`config.mk`:
```
export PLATFORM = sky130hd
export DESIGN_NAME = router_pkt_reader
export DESIGN_NICKNAME = d
export VERILOG_FILES = /design/src/rtl/router_pkt_reader.sv
export SDC_FILE = /design/constraint.sdc
export NUM_CORES = 1
export LEC_CHECK = 0
export ABC_CLOCK_PERIOD_IN_PS = 1800
export CELL_PAD_IN_SITES_DETAIL_PLACEMENT = 2
export CELL_PAD_IN_SITES_GLOBAL_PLACEMENT = 2
export CORE_MARGIN = 1
export CORE_UTILIZATION = 29
export CTS_BUF_LIST = sky130_fd_sc_hd__clkbuf_16
export DETAILED_ROUTE_END_ITERATION = 8
export PLACE_DENSITY = 0.83
export SYNTH_ARGS = -nofsm -noshare
export SYNTH_HDL_FRONTEND = slang
export SYNTH_SLANG_ARGS = --single-unit
```
`constraint.sdc`:
```
create_clock -name clk -period 1.8 [get_ports clk]
set_clock_uncertainty 0.05 [all_clocks]
set_input_delay 0.36 -clock clk [delete_from_list [all_inputs] [get_ports clk]]
set_output_delay 0.36 -clock clk [all_outputs]
set_load 0.02 [all_outputs]
```
`src/rtl/router_pkt_reader.sv`:
```
// Destination-side packet reader for one router output FIFO: pulls header,
// payload and parity, streams payload to the client, checks parity, flushes.
module router_pkt_reader #(
  parameter int LEN_W       = 6,
  parameter int STALL_LIMIT = 30
) (
  input  logic             clk,
  input  logic             reset,
  input  logic             soft_reset,
  input  logic             empty,
  input  logic             pkt_valid,
  input  logic [7:0]       data_in,
  input  logic             ready_in,
  output logic             read_enb,
  output logic             fifo_soft_reset,
  output logic [7:0]       byte_out,
  output logic             byte_valid,
  output logic [1:0]       pkt_addr,
  output logic [LEN_W-1:0] pkt_len,
  output logic             pkt_done,
  output logic             parity_err,
  output logic             pkt_abort
);

  localparam int SW = $clog2(STALL_LIMIT + 1);

  typedef enum logic [2:0] {
    S_IDLE, S_RD_HDR, S_WAIT_HDR, S_RD_BODY, S_RD_FLUSH, S_DONE
  } state_t;

  typedef enum logic [1:0] {T_NONE, T_HDR, T_PAY, T_PAR} tag_t;

  state_t           r_state;
  tag_t             r_tag;
  logic [LEN_W:0]   r_rem;
  logic [7:0]       r_par_acc;
  logic [7:0]       r_par;
  logic [SW-1:0]    r_stall;
  logic             r_done;
  logic             r_abort;
  logic [1:0]       r_addr;
  logic [LEN_W-1:0] r_len;
  logic             w_pay;

  always_comb begin
    read_enb = 1'b0;
    case (r_state)
      S_RD_HDR:   read_enb = 1'b1;
      S_RD_BODY:  read_enb = ready_in;
      S_RD_FLUSH: read_enb = 1'b1;
      default:    read_enb = 1'b0;
    endcase
  end

  // FIFO output is registered, so a payload byte is forwarded straight from
  // data_in in the cycle after its read, qualified by the read tag.
  assign w_pay           = (r_tag == T_PAY);
  assign byte_valid      = w_pay;
  assign byte_out        = w_pay ? data_in : 8'h00;
  assign pkt_addr        = r_addr;
  assign pkt_len         = r_len;
  assign pkt_done        = r_done;
  assign parity_err      = r_done && (r_par_acc != r_par);
  assign pkt_abort       = r_abort;
  assign fifo_soft_reset = r_abort;

  always_ff @(posedge clk or posedge reset) begin
    if (reset) begin
      r_state   <= S_IDLE;
      r_tag     <= T_NONE;
      r_rem     <= '0;
      r_par_acc <= '0;
      r_par     <= '0;
      r_stall   <= '0;
      r_done    <= 1'b0;
      r_abort   <= 1'b0;
      r_addr    <= '0;
      r_len     <= '0;
    end else if (soft_reset) begin
      r_state   <= S_IDLE;
      r_tag     <= T_NONE;
      r_rem     <= '0;
      r_par_acc <= '0;
      r_par     <= '0;
      r_stall   <= '0;
      r_done    <= 1'b0;
      r_abort   <= 1'b0;
      r_addr    <= '0;
      r_len     <= '0;
    end else begin
      r_done  <= 1'b0;
      r_abort <= 1'b0;
      r_tag   <= T_NONE;
      if (w_pay) r_par_acc <= r_par_acc ^ data_in;
      case (r_state)
        S_IDLE: begin
          if (!empty && !pkt_valid && ready_in) r_state <= S_RD_HDR;
        end
        S_RD_HDR: begin
          r_tag   <= T_HDR;
          r_state <= S_WAIT_HDR;
        end
        S_WAIT_HDR: begin
          r_len     <= data_in[7:2];
          r_addr    <= data_in[1:0];
          r_par_acc <= data_in;
          // rem counts payload plus the trailing parity byte
          r_rem     <= {1'b0, data_in[7:2]} + 7'd1;
          r_stall   <= '0;
          r_state   <= S_RD_BODY;
        end
        S_RD_BODY: begin
          if (ready_in) begin
            r_stall <= '0;
            r_rem   <= r_rem - 7'd1;
            r_tag   <= (r_rem == 7'd1) ? T_PAR : T_PAY;
            if (r_rem == 7'd1) r_state <= S_RD_FLUSH;
          end else if (r_stall == SW'(STALL_LIMIT - 1)) begin
            r_abort <= 1'b1;
            r_stall <= '0;
            r_rem   <= '0;
            r_state <= S_IDLE;
          end else begin
            r_stall <= r_stall + SW'(1);
          end
        end
        S_RD_FLUSH: begin
          r_par   <= data_in;
          r_done  <= 1'b1;
          r_state <= S_DONE;
        end
        S_DONE: r_state <= S_IDLE;
        default: r_state <= S_IDLE;
      endcase
    end
  end

endmodule
```
# Word level (Yosys, flattened, before mapping)
# Cells that the tools add are included.
word_totals:
  ff_bits: 43
  latch_bits: 0
  ramBits: 0
  mem_bits_ro: 0
  in_bits: 14
  output_inout_bits: 22
  word_cells: 73
  mem_count: 0
classes:
  n_addsub: 3
  n_mul: 0
  div: 0
  magnitude_cmp: 0
  n_eq_ne: 11
  n_shift: 0
  muxes: 35
  bitwise: 1
  reduce_logical: 13
op_table:
  columns: ["op", "n"]
  rows:
  - ["8-bit two-way mux", 6]
  - ["7-bit two-way mux", 3]
  - ["3-bit two-way mux", 5]
  - ["5-bit two-way mux", 3]
  - ["3-bit one-hot mux with 5 select lines", 1]
  - ["7-bit one-hot mux with 2 select lines", 1]
  - ["6-bit two-way mux", 2]
  - ["5-bit one-hot mux with 2 select lines", 1]
  - ["2-bit two-way mux", 4]
  - ["4-bit inequality test, second input constant", 2]
  - ["8-bit inequality test", 1]
  - ["8-bit XOR", 1]
  - ["6-bit by 1-bit adder with 7-bit output, second input constant", 1]
  - ["7-bit by 1-bit == test with 1-bit output, second input constant", 1]
  - ["1-bit two-way mux", 7]
  - ["7-bit by 1-bit subtractor with 7-bit output, second input constant", 1]
  - ["3-bit by 2-bit == test with 1-bit output, second input constant", 2]
  - ["3-bit nonzero test", 2]
  - ["5-bit by 1-bit adder with 5-bit output, second input constant", 1]
  - ["5-bit == test, second input constant", 1]
  - ["2-bit one-hot mux with 2 select lines", 1]
  - ["2-bit nonzero test", 2]
  - ["3-bit by 1-bit == test with 1-bit output, second input constant", 1]
  - ["3-bit == test, second input constant", 1]
  - ["9 further kinds", 12]

# Depth between registers and ports, before layout
# Gate-level depths: netlist (run 1).
logic_depth:
  ltp_word: 6
  mapped_depth: 8
  depth_no_buf: 7

# Worst setup path after synthesis (run 1)
# OpenSTA, ideal clock, no wires.
synth_path:
  path_kind: "reg2reg"
  startpoint: "register r_rem[2]"
  endpoint: "register r_state[0]"
  setup_ns: 0.124
  arrival_time_ns: 1.494
  t_required_ns: 1.626
  slack_ns: 0.132
  stages_incl_launch_ff: 6
  path_buffers: 0
  synth_period_minus_slack_ns: 1.668
  cell_sequence: "dfrtp_1 > or4_4 > nor2_2 > nand3_2 > o211a_1 > or2_1"
synth_between:
  elab_chain_len: 3
synth_rtl:
  columns: ["element", "line", "source"]
  rows:
  - ["start, declared", "35", "logic [LEN_W:0] r_rem;"]
  - ["start signal, assigned", "108", "r_rem <= {1'b0, data_in[7:2]} + 7'd1;"]
  - ["start signal, assigned", "115", "r_rem <= r_rem - 7'd1;"]
  - ["7-bit by 1-bit == test with 1-bit output", "117", "if (r_rem == 7'd1) r_state <= S_RD_FLUSH;"]
  - ["4-bit inequality test (no line)", null, null]
  - ["3-bit AND reduction (no line)", null, null]
  - ["end signal, assigned", "117", null]
  - ["end signal, assigned", "122", "r_state <= S_IDLE;"]
  - ["end signal, assigned", "130", "r_state <= S_DONE;"]
  - ["end, declared", "33", "state_t r_state;"]
# Every way passes these cells.
# A chain may end at the register's enable or synchronous reset.

# Worst setup path in the final report (run 1)
layout_path:
  startpoint: "register r_par[4]"
  endpoint: "output parity_err"
layout_between:
  elab_chain_len: 2
layout_rtl:
  columns: ["element", "line", "source"]
  rows:
  - ["start, declared", "37", "logic [7:0] r_par;"]
  - ["start signal, assigned", "128", "r_par <= data_in;"]
  - ["8-bit inequality test", "63", "assign parity_err = r_done && (r_par_acc != r_par);"]
  - ["1-bit logical AND", "63", null]
  - ["end, declared", "21", "output logic parity_err,"]
# Every way passes these cells.

==> results of run 1 <==
## sequential cells by signal, indices dropped and copies added, names as in the netlist
register         count
pkt_done             1
pkt_len              6
r_par                8
r_stall              5
r_state              3
pkt_addr             2
r_tag                2
r_rem                7
r_par_acc            8
fifo_soft_reset      1
## layout by cell type, fill, tap and decap left out, types with 4 or more instances in the layout
master and instances:
nand4_1 5, inv_1 5, nor2_1 29, clkbuf_16 5, a22oi_1 8, buf_4 52
and2_1 8, nand2_1 42, xor2_1 12, o21ai_0 13, ha_1 4, nand3_1 4
clkdlybuf4s50_1 24, dfrtp_1 43, a21oi_1 18
## power by group
part	switching (mW)	total, mW	internal, mW
Clock	0.427	1.08	0.656
Sequential	0.0346	1.03	0.999
Combinational	0.287	0.498	0.211
Total	0.748	2.61	1.87
## layer usage
| layer | global-route usage [%] | wire, um |
|---|---|---|
| met2 | 41.3 | 5390 |
| met5 | 0 | 0 |
| met1 | 29.7 | 4560 |
| met4 | 8.07 | 305 |
| met3 | 4.61 | 294 |
## path summary, 6_finish.rpt
path	cells past startpoint	from	slack [ps]	endpoint
min in group clk	1	r_rem[5]	470	r_rem[5]
worst max register to register	6	r_state[2]	-50	r_par_acc[1]
worst max-delay path	4	r_par[4]	-90	parity_err
worst min-delay path	3	reset	360	pkt_len[4]
max in group asynchronous	3	reset	1120	r_rem[0]
worst min register to register	1	r_rem[5]	470	r_rem[5]
## stage by stage
| stage | cell area [um2] | instances | setup TNS, ps |
|---|---|---|---|
| floorplan | 2330 | 264 | 0 |
| global placement | 3080 | 429 | -2810 |
| detailed placement | 3080 | 429 | -3900 |
| CTS | 3260 | 439 | -81.7 |
| global route | 3390 | 443 | -636 |
| finish | 3390 | 443 | -235 |
## worst max-delay path, stage by stage (launching register included)
cell	delay [ps]
dfrtp_1	420
xor2_1	190
nor4_2	270
a21boi_1	120
buf_4	170
## what timing repair did
action / in CTS / in global routing
pin swaps: 5 / 9
setup buffers: 2 / 5
setup endpoints to repair: 21 / 25
resized for setup: 49 / 30
## layout make-up
cell class / instances / area share [%]
clock buffer: 5 / 3.70
timing repair buffer: 84 / 21.7
sequential: 43 / 31.8
clock inverter: 3 / 1.29
multi-input combinational: 198 / 36.9
inverter: 8 / 0.887
tap: 102 / 3.77
## kinds of logic (layout without fill, tap and decap cells)
| group | Yosys count | after routing | synth area share, % |
|---|---|---|---|
| AO/OA/AOI/OAI | 63 | 63 | 17.3 |
| flip-flops | 43 | 43 | 46.3 |
| buffers and inverters | 23 | 100 | 4.57 |
| XOR/XNOR | 15 | 15 | 5.65 |
| AND/OR/NAND/NOR | 114 | 114 | 23.1 |
| adder cells (fa/ha/maj) | 5 | 5 | 2.69 |
| multiplexers | 1 | 1 | 0.430 |
## synthesized netlist by cell type (4+ instances only)
master and count:
xor2_1 12, inv_1 8, nor2_1 31, a21oi_1 18
clkbuf_1 6, nand4_1 5, or2_2 4, nand2_1 42
ha_1 5, and2_1 10, nand3_1 4, o21ai_0 17
buf_2 5, dfrtp_1 43, a22oi_1 8
==> impl_metrics.py, run 1 <==
metrics = {
    "cells_and_area": {
        "multi_input_area_um2": 1250,
        "drive_gt1_share_pct": 27.9,
        "diodes": 0,
        "fill_cells": 817,
        "utilization_pct": 43.8,
        "fin_nets": 359,
        "syn_to_final_growth_pct": 45.6,
        "final-seq-area_um2": 1080,
    },
    "placement": {
        "dp_hpwl_um": 5820,
        "post-place-ws_ps": -308,
        "gp_congestion": 0.782,
        "port_buffers": 35,
    },
    "global_route": {
        "grt_max_degree": 44,
        "gr-usage-all-layers_pct": 23.9,
        "antenna_found_initial": 0,
        "grt_pass1_vias": 2540,
        "grt_pass1_wl_um": 14900,
        "grt_overflow_total": 0,
    },
    "sta": {
        "hold_slack_ps": 363,
        "min_period_ps": 1890,
        "finalHoldViolations": 0,
        "rsz0062_at_grt": "yes",
        "tightest_slew_ps": 432,
        "setup_ws_ps": -87.7,
        "max-slew-margin-rel_pct": 71.1,
        "maxClockFrequency_mhz": 530,
        "setup_viol": 6,
        "min_period_over_period_pct": 105,
        "drv_slew": 0,
    },
    "power_and_ir_drop": {
        "ir_worst_vdd_mv": 0.368,
        "power_density_nw_per_um2": 772,
        "finalPower_mw": 2.61,
        "p_leak_nw": 1.55,
    },
    "critical_path": {
        "start_kind": "flip-flop",
        "cp.required_ps": 1390,
        "arrival_ps": 1480,
        "critPathMaxFanout": 2,
        "crit_type": "flip-flop to primary output",
        "cp-end-kind": "primary output",
    },
    "yosys": {
        "yosysSeqAreaShare_pct": 46.3,
        "ys_seq_elements": 43,
        "avgSynthCellArea_um2": 8.81,
        "synth_edf_count": 0,
        "syn_nets": 283,
        "ys.flop_type": "dfrtp_1",
        "synth_cell_types": 48,
        "synthTopCellsByArea": "dfrtp_1 46%, nand2_1 6.8%, nor2_1 5.0%",
        "yosys_warnings": 0,
        "syn-instance-count": 264,
        "synth_top_area_share_pct": 46.3,
        "synthArstFlopShare_pct": 100,
        "syn_area_um2": 2330,
        "synth_area_leader_cell": "dfrtp_1",
    },
    "drt": {
        "ant_nets": 0,
        "drt-pass1-iter-count": 4,
        "drtIter0Drc": 129,
        "post-route-drc-count": 0,
        "vias": 2388,
        "wl_per_cell_um": 23.8,
        "via_per_inst": 5.39,
        "wirelength_um": 10500,
    },
    "clock_network": {
        "clkSinkCount": 43,
        "worstSkewPairLatency_ps": 300,
        "root_buffer": "clkbuf_16",
        "numCtsBuffers": 5,
        "clk_pin_slew_worst_paths_ps": 70,
        "clk_path_buf_depth": 2,
        "cts_tree": "done",
        "h-tree-depth": 2,
        "cts-hold-fix-buffers": 0,
    },
    "flow_run": {
        "maxCapViolations": 0,
    },
    "floorplan": {
        "die_w_um": 91.6,
        "core_um2": 7730,
        "die_y_um": 91.6,
        "rows": 32,
        "io_pins": 36,
        "die-area_um2": 8380,
        "initial_core_util_pct": 30.1,
    },
    "status": {
        "violations": "negative setup slack",
        "status": "finished, violations left",
    },
    "hold_path": {
        "hold_path_class": "primary input to async pin",
    },
}
Power figures use the tool's default switching activity.
==> inputs of run 2 (changes only) <==
Settings changed: CORE_MARGIN 1 to 3, CTS_CLUSTER_SIZE set to 40.
==> run 2 against run 1 <==
  * The flow still finishes with violations (negative setup slack)
  * Combinational power decreased by 6.2%
  * Worst setup slack improved by 19 ps
  * Routed wire length decreased by 15%
  * Core utilization decreased by 1.1 points
  * Maximum frequency increased by 1.0%
  * Cell area decreased by 2.0%
  * First-iteration DRC count decreased by 30%
  * Register-to-register slack improved by 100 ps
  * Critical path depth unchanged
  * Sequential power about the same
  * Cell count decreased by 0.45%
  * Power decreased by 3.1%
  * Largest power group is now sequential cells
==> impl_metrics.py, run 2 (synthesized netlist as in run 1, its figures left out) <==
metrics = {
    "sta": {
        "setup_ws_ps": -68.7,
        "finalHoldViolations": 0,
        "rsz0062_at_grt": "yes",
        "tightest_slew_ps": 419,
        "min_period_over_period_pct": 104,
        "hold_slack_ps": 375,
        "setup_viol": 1,
        "max-slew-margin-rel_pct": 72.0,
        "maxClockFrequency_mhz": 535,
        "tns_ps": -68.7,
        "min_period_ps": 1870,
        "drv_slew": 0,
    },
    "placement": {
        "port_buffers": 35,
        "post-place-ws_ps": -302,
        "gp_congestion": 0.804,
        "dpl-instance-area_um2": 3060,
        "dp_hpwl_um": 6070,
        "dp_cells": 429,
    },
    "floorplan": {
        "die_w_um": 95.6,
        "rows": 32,
        "io_pins": 36,
        "die-area_um2": 9130,
        "die_y_um": 95.6,
        "initial_core_util_pct": 29.9,
        "core_um2": 7770,
    },
    "critical_path": {
        "arrival_ps": 1460,
        "cp_slowest_stage_delay_ps": 400,
        "cpMaxStageDelayCell": "dfrtp_1",
        "start_kind": "flip-flop",
        "critPathMaxFanout": 2,
        "crit_type": "flip-flop to primary output",
        "path_cells": "xor2_1 > nor4_2 > a21boi_1 > buf_4",
        "cp-end-kind": "primary output",
        "cp.required_ps": 1390,
        "r2r_cells": 5,
    },
    "drt": {
        "ant_nets": 0,
        "post-route-drc-count": 0,
        "via_per_inst": 5.19,
        "wirelength_um": 8970,
        "vias": 2287,
        "wl_per_cell_um": 20.3,
        "drt-pass1-iter-count": 4,
        "drtIter0Drc": 90,
    },
    "global_route": {
        "grt_pass1_vias": 2539,
        "grt_pass1_wl_um": 13900,
        "grt_overflow_total": 0,
        "grt_max_degree": 44,
        "gr-usage-all-layers_pct": 20.1,
        "antenna_found_initial": 0,
    },
    "cells_and_area": {
        "final_cell_mix": "52 x buf_4, 43 x dfrtp_1, 42 x nand2_1",
        "diodes": 0,
        "fill_cells": 852,
        "drive_gt1_share_pct": 27.1,
        "reg.largest.list": "r_par (8), r_par_acc (8), r_rem (7)",
        "mostFrequentLayoutCell": "buf_4",
        "syn_to_final_growth_pct": 42.7,
        "stdcell_count": 441,
        "fin_area_um2": 3320,
        "utilization_pct": 42.7,
        "fin_nets": 357,
    },
    "clock_network": {
        "h-tree-depth": 2,
        "worstSkewPairLatency_ps": 280,
        "numCtsBuffers": 5,
        "cts_tree": "done",
        "clk_pin_slew_worst_paths_ps": 70,
        "root_buffer": "clkbuf_16",
        "clkSinkCount": 43,
        "clk_path_buf_depth": 2,
    },
    "flow_run": {
        "maxCapViolations": 0,
    },
    "status": {
        "violations": "negative setup slack",
        "status": "finished, violations left",
    },
    "power_and_ir_drop": {
        "finalPower_mw": 2.53,
        "p_leak_nw": 1.54,
        "power_density_nw_per_um2": 763,
        "ir_worst_vdd_mv": 0.331,
    },
    "hold_path": {
        "hold_path_class": "primary input to async pin",
    },
}
[run 2: cell types whose count changed in the layout (fill, tap and decap cells not counted), sizes merged]
cell / before / now
clkdlybuf4s15: 2 / 1
clkbuf: 5 / 6
buf: 57 / 56
dlygate4sd2: 1 / 0
[run 2: per-layer routing]
metal / track usage (%) / routed length [um]
met1: 25.5 / 3890
met2: 34.0 / 4630
met3: 3.24 / 227
met4: 7.82 / 216
met5: 0 / 0
[run 2: final cells by class]
class	count	area, um2	area share [%]
sequential	43	1080	32.4
timing repair buffer	82	699	21.1
inverter	8	30.0	0.905
tap	102	128	3.84
multi-input combinational	198	1220	36.8
clock inverter	3	38.8	1.17
clock buffer	5	125	3.77
[run 2: what timing repair did]
item,4_1_cts,5_1_grt
endpoints found under the setup margin,15,20
hold buffers,0,0
resized for setup,41,37
buffers inserted,0,4
pin swaps,0,8
[run 2: critical path, delay by kind of cell (launching register included)]
kind	cells	cell delay (ps)
XOR/XNOR	1	180
flip-flops	1	400
AO/OA/AOI/OAI	1	100
AND/OR/NAND/NOR	1	320
buffers and inverters	1	170
[run 2: report_power, final]
| group | total [mW] | switching (mW) | internal [mW] | leakage [nW] |
|---|---|---|---|---|
| clock | 1.03 | 0.383 | 0.648 | 0.0812 |
| combinational | 0.467 | 0.268 | 0.200 | 0.869 |
| sequential | 1.03 | 0.0346 | 1.00 | 0.595 |
| total | 2.53 | 0.685 | 1.85 | 1.54 |
[run 2: final timing paths]
path,startpoint,to,slack [ps]
min,reset,pkt_len[4],370
max in group asynchronous,reset,r_rem[1],1120
max reg2reg,r_rem[5],r_state[0],50
max,r_par[3],parity_err,-70
min in group clk,pkt_len[4],pkt_len[4],480
min reg2reg,pkt_len[4],pkt_len[4],480
